===== src/rtl/wb_stage.sv =====
// MEM/WB pipeline register with load-data extraction/extension, GPR write
// port drive, EX forwarding tap, retired-instruction counter and
// misaligned-load error reporting.
module wb_stage #(
  parameter int CNT_W = 32
) (
  input  logic             clk,
  input  logic             Reset,
  input  logic             mem_valid,
  input  logic [31:0]      mem_pc,
  input  logic [31:0]      mem_ins,
  input  logic             mem_we,
  input  logic [4:0]       mem_dst,
  input  logic [31:0]      mem_alu,
  input  logic [31:0]      mem_rdata,
  input  logic [2:0]       mem_ltype,
  input  logic             stall,
  input  logic             flush,
  output logic             wb_valid,
  output logic             wb_we,
  output logic [4:0]       wb_reg,
  output logic [31:0]      wb_data,
  output logic [31:0]      wb_pc,
  output logic [31:0]      wb_ins,
  output logic             fwd_hit,
  output logic             addr_err,
  output logic             addr_err_sticky,
  output logic [CNT_W-1:0] retire_cnt
);

  typedef enum logic [2:0] {
    LT_NONE = 3'b000,
    LT_LB   = 3'b001,
    LT_LBU  = 3'b010,
    LT_LH   = 3'b011,
    LT_LHU  = 3'b100,
    LT_LW   = 3'b101
  } ltype_t;

  logic [1:0]  byte_addr;
  logic [7:0]  byte_lane;
  logic [15:0] half_lane;
  logic [31:0] fmt_data;
  logic        misaligned;
  logic        load_err;

  assign byte_addr = mem_alu[1:0];
  assign byte_lane = mem_rdata[{byte_addr, 3'b000} +: 8];
  assign half_lane = byte_addr[1] ? mem_rdata[31:16] : mem_rdata[15:0];
  assign load_err  = mem_valid & misaligned;

  // Select and extend load data from the read word; non-loads pass the ALU result
  always_comb begin
    fmt_data   = mem_alu;
    misaligned = 1'b0;
    case (ltype_t'(mem_ltype))
      LT_LB:  fmt_data = {{24{byte_lane[7]}}, byte_lane};
      LT_LBU: fmt_data = {24'h000000, byte_lane};
      LT_LH: begin
        misaligned = byte_addr[0];
        fmt_data   = {{16{half_lane[15]}}, half_lane};
      end
      LT_LHU: begin
        misaligned = byte_addr[0];
        fmt_data   = {16'h0000, half_lane};
      end
      LT_LW: begin
        misaligned = (byte_addr != 2'b00);
        fmt_data   = mem_rdata;
      end
      default: fmt_data = mem_alu;
    endcase
    if (misaligned) begin
      fmt_data = 32'h0;
    end
  end

  // Pipeline register: flush zeroes the stage, stall holds fields but retires nothing
  always_ff @(posedge clk) begin
    if (Reset) begin
      wb_valid <= 1'b0;
      wb_we    <= 1'b0;
      wb_reg   <= 5'd0;
      wb_data  <= 32'h0;
      wb_pc    <= 32'h0;
      wb_ins   <= 32'h0;
      addr_err <= 1'b0;
    end else if (flush) begin
      wb_valid <= 1'b0;
      wb_we    <= 1'b0;
      wb_reg   <= 5'd0;
      wb_data  <= 32'h0;
      wb_pc    <= 32'h0;
      wb_ins   <= 32'h0;
      addr_err <= 1'b0;
    end else if (stall) begin
      wb_valid <= 1'b0;
      wb_we    <= 1'b0;
      addr_err <= 1'b0;
    end else begin
      wb_valid <= mem_valid;
      wb_we    <= mem_valid & mem_we & ~misaligned;
      wb_reg   <= mem_dst;
      wb_data  <= fmt_data;
      wb_pc    <= mem_pc;
      wb_ins   <= mem_ins;
      addr_err <= load_err;
    end
  end

  // Sticky error flag: set by any misaligned load that enters the stage, cleared only by reset
  always_ff @(posedge clk) begin
    if (Reset) begin
      addr_err_sticky <= 1'b0;
    end else if (!flush && !stall && load_err) begin
      addr_err_sticky <= 1'b1;
    end
  end

  // Count retired instructions; wraps naturally at the counter width
  always_ff @(posedge clk) begin
    if (Reset) begin
      retire_cnt <= '0;
    end else if (wb_valid) begin
      retire_cnt <= retire_cnt + 1'b1;
    end
  end

  assign fwd_hit = wb_we && (wb_reg != 5'd0);

endmodule


===== config.mk =====
export PLATFORM = sky130hd
export DESIGN_NAME = wb_stage
export DESIGN_NICKNAME = d
export VERILOG_FILES = /design/src/rtl/wb_stage.sv
export SDC_FILE = /design/constraint.sdc
export NUM_CORES = 1
export LEC_CHECK = 0
export ABC_AREA = 1
export CAP_MARGIN = 10
export CORE_MARGIN = 2
export CORE_UTILIZATION = 35
export CTS_CLUSTER_SIZE = 8
export DETAILED_ROUTE_END_ITERATION = 6
export HOLD_SLACK_MARGIN = 0.05
export PLACE_DENSITY_LB_ADDON = 0.15
export SYNTH_ARGS = -nofsm -noshare
export SYNTH_HDL_FRONTEND = slang
export SYNTH_SLANG_ARGS = --single-unit
export TNS_END_PERCENT = 50

===== constraint.sdc =====
create_clock -name clk -period 3.55 [get_ports clk]
set_input_delay 0.71 -clock clk [delete_from_list [all_inputs] [get_ports clk]]
set_output_delay 0.71 -clock clk [all_outputs]
set_load 0.005 [all_outputs]

==> results.toml, run 1 <==
[sta]
timing.fmax_mhz = 368
setup_viol = 0
final_hold_viol_count = 0
fin_tns_setup_ns = 0
tightestPinTransition_ns = 1.06
rsz0062_at_grt = "no"
fin_crit_sh_pct = 76.5
post-route-min-period_ns = 2.71
slew_violations = 0
max_slew_margin_pct = 29.1
finClkSkew_ns = 0.0101

[critical_path]
critPathMaxStageDelay_ns = 0.57
crit_path_start_kind = "flop"
arrival_ns = 2.00
endpoint_kind = "output pin"
required_ns = 2.84
critPathTopFamily = "simple AND/OR/NAND/NOR gates"
critPathSlowestCell = "or4_1"
path_class = "flop to output pin"
cp_num_buf_inv = 2
crit_chain = "or4_1 > o21ai_0 > inv_1 > clkdlybuf4s50_1"
crit_fanout = 3

[power_and_ir_drop]
p_total_mw = 4.15
swShare_pct = 24.3
p_seq_share_pct = 38.5
p_leak_nw = 4.02
p_sw_mw = 1.01
power_density_nw_per_um2 = 411
clkPwrFrac_pct = 48.0
combPwrFrac_pct = 13.5
internal_power_mw = 3.14
vdd_ir_drop_max_v = 0.000370

[synth]
synthTopCellsByCount = "352 x nand2_1, 137 x dfxtp_1, 124 x a21oi_1"
yosys.area.top_type_share_pct = 42.2
yosysTopAreaCell = "dfxtp_1"
synth_ff_type = "dfxtp_1"
synth.net_count = 1129
synthCells = 986
syn_area_um2 = 6500
synth.most_common_cell = "nand2_1"
synth-edff-count = 0
ys_ff_latch = 137
synth.distinct_cells = 32
synth_area_leaders = "dfxtp_1 42%, nand2_1 20%, a21oi_1 9.5%"
ys.warnings.count = 0
synth_seq_area_share_pct = 42.2
async_flop_share_pct = 0
syn_area_per_cell_um2 = 6.59

[placed_design]
hpwl_mm = 16.8
dpl_cell_area_um2 = 9430
io_buffers = 279
gp_congestion = 0.937
place_inst = 1453

[clocking]
cts_sinks = 137
htree_levels = 4
clk_pin_slew_ns = 0.06
numCtsBuffers = 17
cts_tree = "built"
cts_root_buf = "clkbuf_16"
cts_hold_buf = 0
clock_latency_ns = 0.42
postCtsSetupRepairBufs = 0
clk_path_buf_depth = 2
cts-resized-gates = 0

[layout]
stdcell_count = 1485
layout-drive-gt1-share_pct = 5.25
nNetsFinal = 1386
num_antenna_cells = 0
post-route-cell-area_um2 = 10100
area_delta_synth_final_pct = 55.3
fin_util_pct = 55.8

[global_route]
grt_pass1_vias = 6840
grt_pass1_wl_mm = 36.2
antenna_found_initial = 0
overflow = 0
grtUsageTotal_pct = 23.2
grt_start_max_net_pins = 102

[drt]
dr_total_vias = 7172
first_pass_iters = 5
dr_wl_met2_mm = 11.2
top_layer_used = "met4"
drtIter0Drc = 453
drt-vias-per-instance = 4.83
wl_met3_mm = 1.94
m1WireLength_mm = 9.47
drt_wl_total_mm = 23.1
drc = 0
wire_per_inst_um = 15.6
ant_nets = 0

[die]
die-area_um2 = 19700
start_util_pct = 35.9
num_io_pins = 280
rows = 49
die_x_um = 140
core_um2 = 18100
die_h_um = 140

[worst_hold_path]
hold_class = "flop to flop"

[run_status]
status = "completed"

[job]
maxCapViolations = 0
cells by family (layout without fill, tap and decap cells):
family,count (synthesis),in the layout,synth area share (%)
adders and majority gates,1,1,0.192
AOI/OAI and AO/OA,161,161,12.6
DFF,137,137,42.2
xor gates and xnor gates,11,11,1.48
buffers and inverters,132,402,8.14
and+or+nand+nor,544,544,35.3
per-layer routing:
metal  track usage, %  vias up
li1                 -     3642
met1             28.9     3224
met2             38.6      273
met3             6.80       33
met4             7.55        0
met5                0        -
through the flow:
step | setup slack, ns | hold slack, ns
6_report | 0.835 | 0.459
2_1_floorplan | 1.78 | 0.452
4_1_cts | 0.801 | 0.463
3_3_place_gp | 0.703 | 0.447
3_5_place_dp | 0.683 | 0.453
5_1_grt | 0.750 | 0.477
worst min-delay path, delay by kind of cell (launching register included):
family,cells,cell delay (ns)
AND/OR/NAND/NOR,1,0.05
flip-flops,1,0.31
AO/OA/AOI/OAI,1,0.05
power by group through the flow:
stage	sequential, mW	combinational, mW	clock (mW)
finish	1.60	0.559	1.99
global route	1.60	0.617	2.09
CTS	1.60	0.562	2.02
detailed placement	1.63	0.558	0
global placement	1.63	0.558	0
floorplan	1.63	0.241	0
final timing paths:
path,startpoint,to,slack (ns),depth (start not counted)
max,wb_reg[0]$_SDFFE_PP0N_,fwd_hit,0.84,4
max reg2reg,wb_valid$_SDFF_PP0_,retire_cnt[27]$_SDFFE_PP0P_,1.75,7
min,wb_data[4]$_SDFFE_PP0N_,wb_data[4]$_SDFFE_PP0N_,0.46,2
min reg2reg,wb_data[4]$_SDFFE_PP0N_,wb_data[4]$_SDFFE_PP0N_,0.46,2
layout make-up:
type,count,area (µm²)
fillers,1751,8000
repair buffers,287,2860
flip-flops and latches,137,2740
clock buffers,19,443
inverters,83,313
multi-input cells,717,3230
well taps,229,287
clock inverters,13,216
layout by cell type, fill, tap and decap left out, drive strengths merged:
master,n
inv,85
xor2,9
or4,1
clkinvlp,2
nor3b,2
ha,1
clkbuf,19
o21ai,34
o211ai,1
bufinv,5
nor3,8
nand3,54
xnor2,2
clkinv,4
clkdlybuf4s50,278
o21a,2
nand4,12
dfxtp,137
buf,9
a21oi,124
nor2,92
nand3b,18
nand2,357
No activity file was read; power rests on OpenSTA's default activity.
==> inputs of run 2 (changes only) <==
clock period = 2.5 ns   (was 3.55 ns; I/O delays follow)
==> results.toml, run 2 (synthesis results as in run 1) <==
[worst_hold_path]
hp-start = "wb_ins[13]$_SDFFE_PP0N_"
worst_hold_path.num_cells = 2
hold_class = "flop to flop"
worstHoldEndpoint = "wb_ins[13]$_SDFFE_PP0N_"

[clocking]
clk_path_buf_depth = 2
cts_sinks = 137
cts_root_buf = "clkbuf_16"
htree_levels = 4
clk_pin_slew_ns = 0.06
cts-resized-gates = 1
cts_tree = "built"
numCtsBuffers = 17
cts_hold_buf = 0
postCtsSetupRepairBufs = 0
clock_latency_ns = 0.42

[layout]
nNetsFinal = 1398
final_common_cell = "nand2_1"
num_antenna_cells = 0
mostFrequentLayoutCells = "352 x nand2_1, 278 x clkdlybuf4s50_1, 137 x dfxtp_1"
layout-drive-gt1-share_pct = 6.16
area_delta_synth_final_pct = 56.6
stdcell_count = 1495
post-route-cell-area_um2 = 10200
fillers = 1745

[sta]
final_hold_viol_count = 0
fin_tns_setup_ns = 0
tightestPinTransition_ns = 0.545
timing.final.ws_setup_ns = 0.0832
finClkSkew_ns = 0.0109
max_slew_margin_pct = 63.6
slew_violations = 0
rsz0062_at_grt = "no"
fin_crit_sh_pct = 96.7
timing.fmax_mhz = 414
setup_viol = 0
post-route-min-period_ns = 2.42

[critical_path]
required_ns = 2.00
arrival_ns = 1.92
reg2reg_from = "retire_cnt[1]$_SDFFE_PP0P_"
crit_path_start_kind = "flop"
r2r-end = "retire_cnt[14]$_SDFFE_PP0P_"
reg2reg_depth = 8
crit_fanout = 3
reg2reg_slack_ns = 0.76
endpoint_kind = "output pin"
path_class = "flop to output pin"

[drt]
drt_wl_total_mm = 22.6
ant_nets = 0
wire_per_inst_um = 15.1
dr_total_vias = 7199
drt-vias-per-instance = 4.82
first_pass_iters = 5
drtIter0Drc = 380
drc = 0

[die]
die_x_um = 140
rows = 49
start_util_pct = 35.9
die_h_um = 140
core_um2 = 18100
die-area_um2 = 19700
num_io_pins = 280

[global_route]
grt_start_max_net_pins = 46
overflow = 0
grt_pass1_vias = 6871
grtUsageTotal_pct = 22.9
antenna_found_initial = 0
grt_pass1_wl_mm = 35.4

[placed_design]
place_inst = 1465
dpl_cell_area_um2 = 9560
gp_congestion = 0.920
place_ws_ns = 0.249
hpwl_mm = 17.2
io_buffers = 279

[power_and_ir_drop]
vdd_ir_drop_max_v = 0.000467
power_density_nw_per_um2 = 562
p_leak_nw = 4.08

[run_status]
status = "completed"

[job]
maxCapViolations = 0
[run 2: cell count changes in the layout (fill, tap and decap cells not counted), moves of 2 or more]
cell,change
clkinvlp_4,-2
buf_12,+3
clkinv_2,+3
buf_4,+9
[run 2: cell type report]
type                            instances  area (µm²)  share of cell area [%]
Timing Repair Buffer                  299        2990                    29.4
Inverter                               83         313                    3.07
Multi-Input combinational cell        717        3230                    31.7
Clock inverter                         12         175                    1.72
Clock buffer                           18         439                    4.32
Tap cell                              229         287                    2.82
Sequential cell                       137        2740                    26.9
[run 2: worst max-delay path, cell delays in order (launching register included)]
cell             delay [ns]
dfxtp_1                0.32
or4_4                  0.55
o21ai_1                0.13
inv_1                  0.05
clkdlybuf4s50_1        0.46
[run 2: routing by layer]
metal | vias to the layer above | GRT usage [%] | wire, µm
met1 | 3259 | 27.2 | 9210
met3 | 39 | 6.15 | 1600
met2 | 233 | 39.8 | 11300
li1 | 3668 | - | -
met4 | 0 | 8.03 | 512
met5 | - | 0 | 0
[run 2: power by group]
| part | switching, mW | internal, mW |
|---|---|---|
| Sequential | 0.0310 | 2.24 |
| Clock | 0.957 | 1.68 |
| Combinational | 0.386 | 0.426 |
| Total | 1.37 | 4.35 |
[run 2: worst max-delay path by stage]
| stage | startpoint | to | slack (ns) | cells past startpoint |
|---|---|---|---|---|
| 6_report | wb_reg[0]$_SDFFE_PP0N_ | fwd_hit | 0.08 | 4 |
| 5_1_grt | wb_reg[0]$_SDFFE_PP0N_ | fwd_hit | 0.02 | 4 |
| 4_1_cts | wb_reg[0]$_SDFFE_PP0N_ | fwd_hit | 0.02 | 4 |
| 3_5_place_dp | mem_ltype[1] | wb_data[12]$_SDFFE_PP0N_ | 0.25 | 9 |
| 3_3_place_gp | mem_ltype[1] | wb_data[12]$_SDFFE_PP0N_ | 0.26 | 9 |
| 2_1_floorplan | mem_alu[1] | wb_data[19]$_SDFFE_PP0N_ | 0.94 | 8 |
[run 2: metrics by stage]
step | power [mW] | hold slack (ns) | utilization (%)
after floorplan | 2.66 | 0.452 | -
after global placement | 3.13 | 0.445 | 52.9
after detailed placement | 3.13 | 0.455 | 52.9
after CTS | 5.79 | 0.454 | 56.3
after global routing | 5.95 | 0.471 | 56.3
final | 5.72 | 0.463 | 56.3
